===== src/rtl/hazard_pkg.sv =====
// Shared types and constants for the pipeline hazard controller:
// FSM state encoding, register-index and statistics widths.
package hazard_pkg;

  typedef enum logic [1:0] {
    RUN      = 2'b00,
    MEM_WAIT = 2'b01,
    FAULT    = 2'b10
  } hz_state_t;

  localparam int REG_IDX_W = 3;
  localparam logic [REG_IDX_W-1:0] REG_ZERO = 3'b000;

  localparam int STAT_W = 16;
  localparam logic [STAT_W-1:0] STAT_MAX = 16'hFFFF;

  localparam int WAIT_W = 8;

  // r0 is hard-wired zero, so a write to it never creates a true dependency.
  function automatic logic reg_dep(input logic [REG_IDX_W-1:0] dst,
                                   input logic [REG_IDX_W-1:0] src);
    return (dst != REG_ZERO) && (dst == src);
  endfunction

endpackage


===== src/rtl/hazard_stat_counter.sv =====
// Saturating event counter used for the hazard statistics; holds at all-ones
// rather than wrapping so a long run never reports a misleadingly small value.
module hazard_stat_counter
  import hazard_pkg::*;
(
  input  logic              clk,
  input  logic              rst,
  input  logic              inc,
  output logic [STAT_W-1:0] count
);

  logic [STAT_W-1:0] count_r;

  // count register: clear on reset, step on inc until saturated
  always_ff @(posedge clk) begin
    if (rst) begin
      count_r <= {STAT_W{1'b0}};
    end else if (inc && (count_r != STAT_MAX)) begin
      count_r <= count_r + 16'd1;
    end else begin
      count_r <= count_r;
    end
  end

  assign count = count_r;

endmodule


===== src/rtl/hazard_control_unit.sv =====
// Pipeline hazard controller: load-use stalls, branch flushes and memory waits
// with a sticky timeout fault. Optional statistics under HAZARD_STATS_EN.
module hazard_control_unit
  import hazard_pkg::*;
#(
  parameter int unsigned MEM_TIMEOUT = 64
) (
  input  logic                 clk,
  input  logic                 rst,
  input  logic                 PR3_MEM_read,
  input  logic                 PR3_MEM_write,
  input  logic                 PR3_RF_write_en,
  input  logic [REG_IDX_W-1:0] PR3_rd,
  input  logic [REG_IDX_W-1:0] PR2_rs,
  input  logic [REG_IDX_W-1:0] PR2_rt,
  input  logic                 branch_taken,
  input  logic                 mem_ready,
  output logic                 PC_write_en,
  output logic                 PR1_write_en,
  output logic                 PR2_write_en,
  output logic                 PR3_write_en,
  output logic                 PR4_write_en,
  output logic                 PR1_flush,
  output logic                 PR2_flush,
  output logic                 PR3_bubble,
  output logic                 mem_fault,
  output logic [STAT_W-1:0]    load_stall_count,
  output logic [STAT_W-1:0]    mem_stall_count,
  output logic [STAT_W-1:0]    flush_count
);

  localparam logic [WAIT_W-1:0] WAIT_LAST = WAIT_W'(MEM_TIMEOUT - 1);

  hz_state_t         state_r;
  hz_state_t         state_next_s;
  logic [WAIT_W-1:0] wait_cnt_r;
  logic [WAIT_W-1:0] wait_cnt_next_s;
  logic              mem_stall_s;
  logic              load_use_s;

  // hazard detection from the PR3 / PR2 stage contents
  always_comb begin
    mem_stall_s = (PR3_MEM_read | PR3_MEM_write) & ~mem_ready;
    load_use_s  = PR3_MEM_read & PR3_RF_write_en &
                  (reg_dep(PR3_rd, PR2_rs) | reg_dep(PR3_rd, PR2_rt));
  end

  // next state, wait counter and stage controls in priority order
  always_comb begin
    PC_write_en     = 1'b0;
    PR1_write_en    = 1'b0;
    PR2_write_en    = 1'b0;
    PR3_write_en    = 1'b0;
    PR4_write_en    = 1'b0;
    PR1_flush       = 1'b0;
    PR2_flush       = 1'b0;
    PR3_bubble      = 1'b0;
    mem_fault       = 1'b0;
    state_next_s    = state_r;
    wait_cnt_next_s = {WAIT_W{1'b0}};
    if (rst) begin
      state_next_s = RUN;
    end else begin
      case (state_r)
        RUN, MEM_WAIT: begin
          if (mem_stall_s) begin
            // whole pipeline frozen; other hazards are re-seen after release
            wait_cnt_next_s = wait_cnt_r + 8'd1;
            if (wait_cnt_r == WAIT_LAST) begin
              state_next_s = FAULT;
            end else begin
              state_next_s = MEM_WAIT;
            end
          end else if (load_use_s) begin
            PR3_write_en = 1'b1;
            PR4_write_en = 1'b1;
            PR3_bubble   = 1'b1;
            state_next_s = RUN;
          end else if (branch_taken) begin
            PC_write_en  = 1'b1;
            PR1_write_en = 1'b1;
            PR2_write_en = 1'b1;
            PR3_write_en = 1'b1;
            PR4_write_en = 1'b1;
            PR1_flush    = 1'b1;
            PR2_flush    = 1'b1;
            state_next_s = RUN;
          end else begin
            PC_write_en  = 1'b1;
            PR1_write_en = 1'b1;
            PR2_write_en = 1'b1;
            PR3_write_en = 1'b1;
            PR4_write_en = 1'b1;
            state_next_s = RUN;
          end
        end
        FAULT: begin
          mem_fault    = 1'b1;
          state_next_s = FAULT;
        end
        default: begin
          state_next_s = RUN;
        end
      endcase
    end
  end

  // state and wait-counter registers
  always_ff @(posedge clk) begin
    if (rst) begin
      state_r    <= RUN;
      wait_cnt_r <= {WAIT_W{1'b0}};
    end else begin
      state_r    <= state_next_s;
      wait_cnt_r <= wait_cnt_next_s;
    end
  end

`ifdef HAZARD_STATS_EN
  logic              load_stall_evt_s;
  logic              mem_stall_evt_s;
  logic              flush_evt_s;
  logic [STAT_W-1:0] load_stall_cnt_s;
  logic [STAT_W-1:0] mem_stall_cnt_s;
  logic [STAT_W-1:0] flush_cnt_s;

  // events are taken from the resolved controls so they follow the same priority
  assign load_stall_evt_s = PR3_bubble;
  assign flush_evt_s      = PR1_flush;
  assign mem_stall_evt_s  = ~rst & mem_stall_s &
                            ((state_r == RUN) | (state_r == MEM_WAIT));

  hazard_stat_counter u_load_stall_cnt (
    .clk   (clk),
    .rst   (rst),
    .inc   (load_stall_evt_s),
    .count (load_stall_cnt_s)
  );

  hazard_stat_counter u_mem_stall_cnt (
    .clk   (clk),
    .rst   (rst),
    .inc   (mem_stall_evt_s),
    .count (mem_stall_cnt_s)
  );

  hazard_stat_counter u_flush_cnt (
    .clk   (clk),
    .rst   (rst),
    .inc   (flush_evt_s),
    .count (flush_cnt_s)
  );

  assign load_stall_count = rst ? {STAT_W{1'b0}} : load_stall_cnt_s;
  assign mem_stall_count  = rst ? {STAT_W{1'b0}} : mem_stall_cnt_s;
  assign flush_count      = rst ? {STAT_W{1'b0}} : flush_cnt_s;
`else
  assign load_stall_count = {STAT_W{1'b0}};
  assign mem_stall_count  = {STAT_W{1'b0}};
  assign flush_count      = {STAT_W{1'b0}};
`endif

endmodule


===== config.mk =====
export PLATFORM = sky130hd
export DESIGN_NAME = hazard_control_unit
export DESIGN_NICKNAME = d
export VERILOG_FILES = /design/src/rtl/hazard_pkg.sv /design/src/rtl/hazard_stat_counter.sv /design/src/rtl/hazard_control_unit.sv
export SDC_FILE = /design/constraint.sdc
export NUM_CORES = 1
export LEC_CHECK = 0
export BUFFER_PORTS_ARGS = -buffer_cell sky130_fd_sc_hd__buf_2
export CAP_MARGIN = 15
export CELL_PAD_IN_SITES_DETAIL_PLACEMENT = 0
export CELL_PAD_IN_SITES_GLOBAL_PLACEMENT = 1
export CORE_MARGIN = 1.5
export CORE_UTILIZATION = 27
export DETAILED_ROUTE_END_ITERATION = 8
export PLACE_DENSITY = 0.85
export SYNTH_ARGS = -nofsm -noshare
export SYNTH_HDL_FRONTEND = slang
export SYNTH_SLANG_ARGS = --single-unit

===== constraint.sdc =====
create_clock -name clk -period 1.9 [get_ports clk]
set_input_delay 0 -clock clk [delete_from_list [all_inputs] [get_ports clk]]
set_output_delay 0 -clock clk [all_outputs]
set_load 0.01 [all_outputs]

== Word level (Yosys, flattened, before mapping) ==
Index checks and enable logic that the tools add are counted.
Word-level totals
  register bits after elaboration: 10
  logic and storage cells: 43
Operators by class
  add/subtract/negate cells: 1
  equal/unequal tests: 5
  multiplexer cells: 21
  bitwise logic cells: 8
  reduce and logical (&&, ||, !) cells: 6
Operators by type and width (count)
  1-bit 2-to-1 mux: 18
  8-bit by 1-bit adder with 8-bit output (second input constant): 1
  8-bit by 6-bit equality test with 1-bit output (second input constant): 1
  3-bit equality test: 2
  2-bit 2-to-1 mux: 2
  2-bit case mux with 2 select lines: 1
  1-bit bitwise AND: 3
  1-bit inverter: 3
  3-bit nonzero test: 1
  3-bit OR reduction: 1
  2-bit by 1-bit equality test with 1-bit output (second input constant): 1
  2-bit equality test (second input constant): 1
  1-bit logical AND: 2
  2-bit logical NOT: 1
  1-bit OR: 2
  2-bit OR reduction: 1

== Depth between registers and ports, before layout ==
  depth after elaboration: 8
  depth in mapped cells: 5
  mapped depth without buffers: 5

== Least setup slack after synthesis ==
OpenSTA, ideal clock, no wires.
  path type: register -> register
  start: reg wait_cnt_r[0]
  end: reg state_r[1]
  arrival time: 1.047 ns
  slack: 0.733 ns
  cell stages (with the launch flop): 6
  buffers on the path: 0
  period minus slack after synthesis: 1.167 ns
  cell sequence: dfxtp_1 -> ha_1 -> and3_1 -> nand3_1 -> nor4_2 -> or2_1
On the way
  word-level cells in the longest chain between the ends: 4
Ends and longest elaborated chain
  from (decl): RTL line hazard_control_unit.sv:36  | logic [WAIT_W-1:0] wait_cnt_r;
  from (signal assigned): RTL line hazard_control_unit.sv:112  | wait_cnt_r <= {WAIT_W{1'b0}};
  from (signal assigned): RTL line hazard_control_unit.sv:115  | wait_cnt_r <= wait_cnt_next_s;
  8-bit by 6-bit equality test with 1-bit output: RTL line hazard_control_unit.sv:69  | if (wait_cnt_r == WAIT_LAST) begin
  2-bit 2-to-1 mux: RTL line hazard_control_unit.sv:69
  2-bit 2-to-1 mux: RTL line hazard_control_unit.sv:66  | if (mem_stall_s) begin
  2-bit case mux with 2 select lines: RTL line hazard_control_unit.sv:64  | case (state_r)
  to (signal assigned): RTL line hazard_control_unit.sv:114  | state_r <= state_next_s;
  to (decl): RTL line hazard_control_unit.sv:34  | hz_state_t state_r;
No other way between the ends.
A chain may end at the register's enable or synchronous reset.

== Worst setup path after layout ==
  start: reg state_r[1]
  end: out PR1_flush
On the way
  word-level cells in the longest chain between the ends: 4
  elaborated cells between the ends (all ways): 5
  classes of those cells: eq/ne (1); mux (2); reduce/logical (2)
Ends and longest elaborated chain
  2-bit by 1-bit equality test with 1-bit output / 2-bit logical NOT (equally long branches): RTL line hazard_control_unit.sv:64
  2-bit OR reduction (*): RTL line hazard_control_unit.sv:64
  1-bit 2-to-1 mux (*): RTL line hazard_control_unit.sv:64
  1-bit 2-to-1 mux (*): RTL line hazard_control_unit.sv:61  | if (rst) begin
  to (decl): RTL line hazard_control_unit.sv:23  | output logic PR1_flush,
Every way passes the cells marked *; elsewhere a longest branch is shown, timed or not.

==> metrics.txt <==
# TYPE chip_impl_metric gauge
chip_impl_metric{name="area_growth",unit="%"} -3.06
chip_impl_metric{name="p_total",unit="W"} 0.000461
chip_impl_metric{name="count_of_flip_flops_with_a_built_in_enable_after_synthesis",unit=""} 0
chip_impl_info{name="setup.worst_path.start",value="state_r[1]"} 1
chip_impl_metric{name="globalRoute.totalOverflow",unit=""} 0
chip_impl_metric{name="detail_route.wl_per_cell",unit="um"} 6.37
chip_impl_info{name="worst_setup_start_kind",value="flip-flop"} 1
chip_impl_metric{name="fraction_of_post_synthesis_cell_area_in_the_top_cell_type_by_area",unit="%"} 43.5
chip_impl_metric{name="cap_viol_max_count",unit=""} 0
chip_impl_metric{name="post_synth_inst_count",unit=""} 109
chip_impl_metric{name="worst-r2r-cell-count",unit=""} 5
chip_impl_info{name="synth_ff_type",value="sky130_fd_sc_hd__dfxtp_1"} 1
chip_impl_metric{name="setup_viol",unit=""} 0
chip_impl_metric{name="intPower",unit="W"} 0.000318
chip_impl_info{name="cp_top_family",value="simple AND/OR/NAND/NOR gates"} 1
chip_impl_metric{name="worst-path-max-fanout",unit=""} 3
chip_impl_metric{name="first_pass_grt_wire_length",unit="um"} 1550
chip_impl_metric{name="ctsResizeCount",unit=""} 0
chip_impl_metric{name="nNetsFinal",unit=""} 149
chip_impl_info{name="rsz0062_at_grt",value="no"} 1
chip_impl_metric{name="holdBufCountCts",unit=""} 0
chip_impl_metric{name="area.sequential",unit="um2"} 200
chip_impl_metric{name="vdd_ir_drop_max",unit="mV"} 0.113
chip_impl_metric{name="fp.dieArea",unit="um2"} 3680
chip_impl_metric{name="pwr-share-seq",unit="%"} 46.5
chip_impl_metric{name="timing.setup.tns",unit="ns"} 0
chip_impl_info{name="worst_r2r_startpoint",value="wait_cnt_r[0]"} 1
chip_impl_metric{name="num_io_pins",unit=""} 73
chip_impl_metric{name="synthArstFlopShare",unit="%"} 0
chip_impl_metric{name="clock_power_share",unit="%"} 30.7
chip_impl_metric{name="ys_seq_area_share",unit="%"} 22.3
chip_impl_metric{name="die_height",unit="um"} 60.7
chip_impl_metric{name="cp.required",unit="ns"} 1.90
chip_impl_info{name="critPathCaptureType",value="output port"} 1
chip_impl_metric{name="htree_num_levels",unit=""} 1
chip_impl_metric{name="routed_via_density",unit=""} 3.25
chip_impl_info{name="post-synth-top-area-cell",value="sky130_fd_sc_hd__buf_4"} 1
chip_impl_metric{name="slew_viol_final",unit=""} 0
chip_impl_metric{name="gp_routability_congestion",unit=""} 0.686
chip_impl_metric{name="worst_setup_hold_path_clk_slew",unit="ns"} 0.06
chip_impl_metric{name="worst_skew_pair.late_latency",unit="ns"} 0.26
chip_impl_metric{name="drive_above_1_share",unit="%"} 22.3
chip_impl_metric{name="timing.final.crit_period",unit="ns"} 1.23
chip_impl_info{name="holdCritPathClass",value="in -> reg"} 1
chip_impl_metric{name="timing_hold_violations_final",unit=""} 0
chip_impl_info{name="synthTopCellsByArea",value="sky130_fd_sc_hd__buf_4, sky130_fd_sc_hd__dfxtp_1, sky130_fd_sc_hd__xnor2_1"} 1
chip_impl_metric{name="cts_num_sinks",unit=""} 10
chip_impl_metric{name="placement.io_buffers",unit=""} 24
chip_impl_metric{name="min_path_cells",unit=""} 3
chip_impl_info{name="critical-path-slowest-cell",value="sky130_fd_sc_hd__dfxtp_1"} 1
chip_impl_metric{name="post-route-period-util",unit="%"} 64.5
chip_impl_metric{name="cts_max_path_buffers",unit=""} 2
chip_impl_metric{name="finalClockSkew",unit="ns"} 0.00385
chip_impl_metric{name="multiInputGateArea",unit="um2"} 465
chip_impl_metric{name="globalRouteTotalUtil",unit="%"} 5.86
chip_impl_metric{name="final.hold.worst_slack",unit="ns"} 0.129
chip_impl_info{name="crit_path_cell_trace",value="nor2_1, nand2_1, nor3b_1, buf_2"} 1
chip_impl_metric{name="switching_share_of_power",unit="%"} 31.0
chip_impl_metric{name="numCtsBuffers",unit=""} 3
chip_impl_info{name="worstHoldStart",value="rst"} 1
chip_impl_metric{name="mean_syn_cell_area",unit="um2"} 8.24
chip_impl_metric{name="pwr_density_cell",unit="nW/um2"} 529
chip_impl_info{name="timing.setup.critical_path_class",value="reg -> out"} 1
chip_impl_metric{name="drt-pass1-iter-count",unit=""} 3
chip_impl_metric{name="maximum_number_of_pins_on_one_net_before_global_route_repair",unit=""} 11
chip_impl_metric{name="hpwlAfterDp",unit="um"} 937
chip_impl_metric{name="postCtsSetupBuffers",unit=""} 0
chip_impl_metric{name="cp_slowest_stage_delay",unit="ns"} 0.30
chip_impl_metric{name="initial_core_util",unit="%"} 29.0
chip_impl_metric{name="routed_wl",unit="um"} 1110
chip_impl_info{name="tritoncts_clock_tree",value="built"} 1
chip_impl_metric{name="fp.coreArea",unit="um2"} 3100
chip_impl_metric{name="row_count",unit=""} 20
chip_impl_metric{name="nFillCells",unit=""} 349
chip_impl_metric{name="antenna_violating_nets_post_route",unit=""} 0
chip_impl_metric{name="antenna_cells",unit=""} 0
chip_impl_metric{name="mappedNetlistArea",unit="um2"} 898
chip_impl_metric{name="antenna_found_initial",unit=""} 0
chip_impl_metric{name="cp.depth",unit=""} 4
chip_impl_metric{name="route.detailed.drc",unit=""} 0
chip_impl_metric{name="critical_path.n_buffers_inverters",unit=""} 1
chip_impl_metric{name="achievable-frequency",unit="MHz"} 816
chip_impl_metric{name="ys_seq_elements",unit=""} 10
chip_impl_metric{name="power.static_leakage",unit="nW"} 0.458
chip_impl_metric{name="timing.critical_path.arrival",unit="ns"} 1.23
chip_impl_metric{name="die_x",unit="um"} 60.7
chip_impl_metric{name="reported_net_switching_power",unit="W"} 0.000143
chip_impl_metric{name="iter_0_drt_violations",unit=""} 2
chip_impl_metric{name="synthDistinctLibCells",unit=""} 24
chip_impl_info{name="cts.root.buffer_cell",value="sky130_fd_sc_hd__clkbuf_4"} 1
chip_impl_metric{name="count_of_vias_placed_by_the_detailed_router",unit=""} 565
chip_impl_metric{name="combinationalPowerShare",unit="%"} 22.8
chip_impl_metric{name="yosysWarningCount",unit=""} 0
chip_impl_metric{name="first_global_vias",unit=""} 389
chip_impl_info{name="status",value="completed"} 1
-- path summary, 6_finish.rpt --
| path | end | slack (ns) |
|---|---|---|
| max reg2reg | state_r[1] | 0.68 |
| min | state_r[1] | 0.13 |
| min reg2reg | wait_cnt_r[0] | 0.46 |
| max | PR1_flush | 0.67 |
-- registers in the layout (all words and copies together), names as in the netlist --
name	cells
state_r	2
wait_cnt_r	8
-- layout by cell type, fill, tap and decap left out, drive strengths merged --
cell,n
nor3b,2
nand2,2
and2b,1
nor3,1
nand4,1
and2,1
conb,48
ha,1
nor4,1
xnor2,9
inv,2
and3,1
nand2b,1
buf,24
o311ai,1
or2,1
a21oi,1
clkbuf,3
nand3,4
o21bai,1
nor2,10
dfxtp,10
xor2,3
and4,1
-- metal layers --
metal	wire, um	track usage (%)	vias up	part of all wire [%]
li1	-	-	288	-
met1	419	6.33	235	38
met2	534	8.45	39	48
met3	137	4.48	3	12
met4	17	2.80	0	1.5
met5	0	0	-	0
-- power groups by stage --
stage               Sequential, W  Clock [W]  Combinational (W)
floorplan                0.000219          0           0.000157
global placement         0.000219          0           0.000104
detailed placement       0.000219          0           0.000104
CTS                      0.000214   0.000148           0.000104
global route             0.000214   0.000161           0.000119
finish                   0.000214   0.000142           0.000105
-- worst register-to-register path, delay by kind of cell (launching register included) --
family | cells | cell delay (ns)
and+or+nand+nor | 4 | 0.57
DFF | 1 | 0.33
adders and majority gates | 1 | 0.22
-- final cells by class --
class | count | share of cell area (%)
clock buffer | 3 | 2.59
multi-input combinational | 91 | 53.4
tap | 44 | 6.32
timing repair buffer | 24 | 13.8
sequential | 10 | 23.0
inverter | 2 | 0.862
-- synth_stat cells (2+ instances only) --
cell type / count
sky130_fd_sc_hd__nor3b_1: 2
sky130_fd_sc_hd__xor2_1: 3
sky130_fd_sc_hd__nor2_1: 10
sky130_fd_sc_hd__inv_1: 2
sky130_fd_sc_hd__buf_4: 52
sky130_fd_sc_hd__nand2_1: 2
sky130_fd_sc_hd__dfxtp_1: 10
sky130_fd_sc_hd__xnor2_1: 9
sky130_fd_sc_hd__nand3_1: 4
-- kinds of logic after synthesis --
logic type      share of synthesized area [%]
flops                                    22.3
buf+inv                                  45.5
xor+xnor                                 11.7
fa+ha+maj                                1.39
simple gates                             16.3
other cells                             0.417
compound gates                           2.37
-- stage by stage --
step,instances,instance area (um2),utilization [%],worst slack (ns)
CTS,174,871,28.1,0.650
global route,174,871,28.1,0.504
detailed placement,171,848,27.3,0.677
finish,174,871,28.1,0.674
global placement,171,848,27.3,0.703
floorplan,156,1070,-,0.733
(Power assumes the default switching activity.)
